==> src/rtl/ahblite_interconnect_arbiter_nport.sv <==
// ahblite_interconnect_arbiter_nport: registered N-master AHB-Lite arbiter, fixed-priority or round-robin, holding grant across bursts, locks and wait states.
module ahblite_interconnect_arbiter_nport #(
  parameter int NUM_MASTER     = 4,
  parameter int PRIO_WIDTH     = 2,
  parameter int DEFAULT_MASTER = 0
) (
  input  logic                               HCLK,
  input  logic                               HRESETn,
  input  logic [NUM_MASTER-1:0]              req_i,
  input  logic [NUM_MASTER*PRIO_WIDTH-1:0]   prio_i,
  input  logic                               mode_i,
  input  logic [1:0]                         htrans_i,
  input  logic                               hmastlock_i,
  input  logic                               hready_i,
  output logic [NUM_MASTER-1:0]              grant_o,
  output logic [$clog2(NUM_MASTER)-1:0]      grant_idx_o,
  output logic                               grant_valid_o
);
  localparam int IW = $clog2(NUM_MASTER);
  localparam logic [IW:0] NM = (IW+1)'(NUM_MASTER);
  localparam logic [IW-1:0] DEF = IW'(DEFAULT_MASTER);
  logic [IW-1:0] idx_q, idx_d, rr_last_q, rr_last_d, fp_idx, rr_idx;
  logic [NUM_MASTER-1:0] grant_q, grant_d;
  logic valid_q, valid_d, any_req, arb, fp_found;
  logic [PRIO_WIDTH-1:0] best;
  logic [IW:0] cand;
  assign any_req = |req_i;
  assign arb = hready_i && !(hmastlock_i || htrans_i == 2'b11 || htrans_i == 2'b01);
  // strict greater-than keeps the lowest index on priority ties
  always_comb begin
    fp_idx = '0;
    fp_found = 1'b0;
    best = '0;
    for (int k = 0; k < NUM_MASTER; k++)
      if (req_i[k] && (!fp_found || prio_i[k*PRIO_WIDTH +: PRIO_WIDTH] > best)) begin
        fp_found = 1'b1;
        best = prio_i[k*PRIO_WIDTH +: PRIO_WIDTH];
        fp_idx = IW'(k);
      end
  end
  // scan the rotation backwards so the last hit is the first requester after rr_last
  always_comb begin
    rr_idx = '0;
    cand = '0;
    for (int i = NUM_MASTER; i >= 1; i--) begin
      cand = {1'b0, rr_last_q} + (IW+1)'(i);
      cand = cand >= NM ? cand - NM : cand;
      if (req_i[cand[IW-1:0]]) rr_idx = cand[IW-1:0];
    end
  end
  assign idx_d = !arb ? idx_q : !any_req ? DEF : mode_i ? rr_idx : fp_idx;
  assign valid_d = arb ? any_req : valid_q;
  assign rr_last_d = arb && any_req ? idx_d : rr_last_q;
  assign grant_d = NUM_MASTER'(1) << idx_d;
  always_ff @(posedge HCLK or negedge HRESETn)
    if (!HRESETn) begin
      grant_q   <= NUM_MASTER'(1) << DEF;
      idx_q     <= DEF;
      valid_q   <= 1'b0;
      rr_last_q <= IW'(NUM_MASTER-1);
    end else begin
      grant_q   <= grant_d;
      idx_q     <= idx_d;
      valid_q   <= valid_d;
      rr_last_q <= rr_last_d;
    end
  assign grant_o = grant_q;
  assign grant_idx_o = idx_q;
  assign grant_valid_o = valid_q;
endmodule

==> config.mk <==
export PLATFORM = sky130hd
export DESIGN_NAME = ahblite_interconnect_arbiter_nport
export DESIGN_NICKNAME = d
export VERILOG_FILES = /design/src/rtl/ahblite_interconnect_arbiter_nport.sv
export SDC_FILE = /design/constraint.sdc
export NUM_CORES = 1
export LEC_CHECK = 0
export ABC_AREA = 1
export CAP_MARGIN = 5
export CORE_UTILIZATION = 45
export CTS_CLUSTER_DIAMETER = 60
export DETAILED_ROUTE_END_ITERATION = 8
export GPL_TIMING_DRIVEN = 0
export PLACE_DENSITY_LB_ADDON = 0.05
export RECOVER_POWER = 50
export SYNTH_ARGS = -nofsm -noshare
export SYNTH_HDL_FRONTEND = slang
export SYNTH_SLANG_ARGS = --single-unit
==> constraint.sdc <==
create_clock -name HCLK -period 2.07 [get_ports HCLK]
set_input_delay 0.3105 -clock HCLK [delete_from_list [all_inputs] [get_ports HCLK]]
set_output_delay 0.3105 -clock HCLK [all_outputs]
set_load 0.02 [all_outputs]
==> metrics.cfg <==
[status]
status=finished, violations left
failed_checks=setup timing

[job]
timing.max_cap.violations=0

[worst_setup_path]
cp-startpoint=req_i[0]
critical_path_required_ns=2.27
rr_endpoint=grant_idx_o[1]
cp.arrival_ns=3.20
critical_path.endpoint_type=flop
rrSetupSlack_ns=0.43
setup.worst_path.class=in -> reg
worst_r2r_path_depth=13
worstSetupEndpoint=grant_o[3]
worstSetupStartpointType=primary input
worst_path_maximum_fanout=6
timing.rr.start=rr_last_q[0]

[cells_and_area]
instances_no_fill=198
seqCellArea_um2=229
drive_above_1_share_pct=32.4
most-common-layout-cells=sky130_fd_sc_hd__nand2_1 (47), sky130_fd_sc_hd__inv_1 (18), sky130_fd_sc_hd__clkdlybuf4s50_1 (17)
multi_input_comb_area_um2=604
area_growth_syn_to_layout_pct=53.2
fin_nets=199
insertedDiodeCount=0
fill_cells=151
final_common_cell=sky130_fd_sc_hd__nand2_1

[pwr]
power_density_nw_per_um2=822
max_ir_drop_vdd_uv=669
total_leakage_power_nw=0.710

[routing]
vias=970
route.detailed.vias_per_inst=4.90
drt.antenna.violating_nets=0
firstDrtPassIters=4
drt-initial-drc-count=23
drt_drc_violations_left=0
average_wire_per_cell_in_the_routed_design_um=10.4
total_wire_length_after_detailed_routing_mm=2.05

[timing]
totalNegativeSetupSlack_ns=-6.87
hold_violations=0
fin_crit_sh_pct=145
setup_slack_ns=-0.927
setup_repair_after_global_routing_missed_its_margin=yes
timing.max_slew.rel_slack_pct=73.3
skew_ns=0.00424
fin_crit_ns=3.00
timing.final.max_slew_violations=0
achievable-frequency_ghz=0.334
setup-violations-final=8
tightestPinTransition_ns=0.400

[yosys]
postSynthRegisterBits=9
avgSynthCellArea_um2=6.28
synth.top_cells.by_area=sky130_fd_sc_hd__nand2_1 (24%), sky130_fd_sc_hd__dfrtp_1 (17%), sky130_fd_sc_hd__inv_1 (9.6%)
yosysTopAreaCell=sky130_fd_sc_hd__nand2_1
syn_area_um2=861
synthDistinctLibCells=22
seq_total_area_yosys_pct=26.6
synthCells=137
proportion_of_netlist_area_held_by_the_largest_area_contributor_pct=24.4
postSynthNetCount=162
yosysWarnings=0

[clock_network]
hold_buffers=0
clock-sinks=9
clk_pin_slew_ns=0.06
tritoncts=built
tritoncts.num_buffers=3
clk-insertion-delay-late_ns=0.26
worst_case_clock_buffer_depth=2
cts_htree_levels=1
clock_tree.root_cell=sky130_fd_sc_hd__clkbuf_4

[global_routing]
globalRouteMet3Util_pct=1.59
grt_util_met2_pct=40.0
global_route.peak_usage_layer=met2
largest_net_degree_at_the_start_of_global_routing=11
grt_first_pass_wirelength_mm=3.30
initial_antenna_violation_count=0
grt.total_usage_pct=22.0
globalRouteMet1Util_pct=25.7
global_route.overflow_total=0
via_count_of_the_first_global_routing_pass=859

[floorplan]
starting_utilization_of_the_core_area_pct=48.8
fp.dieArea_um2=2090
num_io_pins=26
die_w_um=45.7
die_boundary_height_um=45.7
coreArea_um2=1760
std_cell_rows=15

[place]
dpl.cell_count=186
port-buffer-count=24
pre_cts_ws_ns=-1.86
gp_congestion=0.790
detailedPlacementHpwl_mm=1.58

[hold_path]
hold_path_class=in -> async

[synth_stat cells (all sizes together)]
cell,n
nand2,65
inv,25
o21ai,9
a21oi,6
dfrtp,6
ha,6
nor2,6
nand3,5
dfstp,3
clkinv,2
o21bai,2
buf,1
nand3b,1
[critical path, cell delays in order]
cell,delay (ns)
sky130_fd_sc_hd__buf_12,0.09
sky130_fd_sc_hd__nand2_8,0.05
sky130_fd_sc_hd__ha_4,0.27
sky130_fd_sc_hd__nand2_2,0.05
sky130_fd_sc_hd__nand2_2,0.05
sky130_fd_sc_hd__nand2_2,0.06
sky130_fd_sc_hd__a21oi_4,0.21
sky130_fd_sc_hd__a21oi_2,0.10
sky130_fd_sc_hd__ha_1,0.30
sky130_fd_sc_hd__inv_1,0.04
sky130_fd_sc_hd__o21bai_1,0.11
sky130_fd_sc_hd__nand2_1,0.08
sky130_fd_sc_hd__nand2_2,0.08
sky130_fd_sc_hd__nand2_4,0.07
sky130_fd_sc_hd__nand2_2,0.08
sky130_fd_sc_hd__o21ai_2,0.06
sky130_fd_sc_hd__ha_1,0.28
sky130_fd_sc_hd__inv_1,0.04
sky130_fd_sc_hd__o21bai_1,0.13
sky130_fd_sc_hd__nand2_1,0.07
sky130_fd_sc_hd__nand2_1,0.08
sky130_fd_sc_hd__a21oi_1,0.07
sky130_fd_sc_hd__a21oi_1,0.21
sky130_fd_sc_hd__nand2_2,0.13
sky130_fd_sc_hd__nand2_4,0.09
sky130_fd_sc_hd__nand2_1,0.05
sky130_fd_sc_hd__inv_1,0.04
[cell families (layout without fill, tap and decap cells)]
kind of cell | after synthesis | after routing | share of synthesized area [%]
buf+inv | 28 | 64 | 14.0
flops | 9 | 9 | 26.6
simple gates | 77 | 77 | 39.4
compound gates | 17 | 17 | 11.3
fa+ha+maj | 6 | 6 | 8.72
[worst min-delay path by stage]
stage	end	slack, ns	start
2_1_floorplan	grant_idx_o[0]	0.01	HRESETn
4_1_cts	grant_idx_o[0]	0.34	HRESETn
3_3_place_gp	grant_valid_o	0.47	grant_valid_o
6_report	grant_idx_o[0]	0.41	HRESETn
5_1_grt	grant_idx_o[0]	0.45	HRESETn
3_5_place_dp	grant_valid_o	0.48	grant_valid_o
[per-stage QoR]
stage          hold slack [ns]  utilization (%)  instance area [µm²]  total power [mW]
2_1_floorplan           0.0149                -                  920             0.707
3_3_place_gp             0.475             67.5                 1190             0.883
3_5_place_dp             0.481             67.5                 1190             0.900
4_1_cts                  0.341             71.9                 1270              1.07
5_1_grt                  0.446             74.8                 1320              1.18
6_report                 0.409             74.8                 1320              1.08
[layer usage]
| metal | routed length (µm) | vias to the layer above | part of all wire, % |
|---|---|---|---|
| met2 | 1060 | 32 | 51 |
| met1 | 863 | 440 | 42 |
| met3 | 74 | 8 | 3.6 |
| li1 | - | 490 | - |
| met5 | 0 | - | 0 |
| met4 | 60 | 0 | 2.9 |
[cell type report]
cell class	count	area share [%]
Sequential cell	9	17.4
Tap cell	25	2.37
Buffer	1	0.854
Inverter	27	8.44
Multi-Input combinational cell	100	45.8
Clock buffer	4	1.99
Timing Repair Buffer	32	23.2
[power breakdown]
part	switching, mW	leakage, nW	internal, mW	total, mW
logic	0.385	0.587	0.294	0.679
registers	0.0274	0.107	0.241	0.269
clock network	0.0616	0.0150	0.0743	0.136
[sequential cells by signal, indices dropped and copies added, names as in the netlist]
| name | count |
|---|---|
| grant_valid_o | 1 |
| grant_o | 4 |
| rr_last_q | 2 |
| grant_idx_o | 2 |
[repair_timing]
action | CTS | global route
resized for setup | 39 | 7
endpoints found under the hold margin | 0 | 0
setup buffers | 4 | 4
pin swaps | 22 | 23
setup endpoints to repair | 8 | 8
No activity file was read; power rests on OpenSTA's default activity.
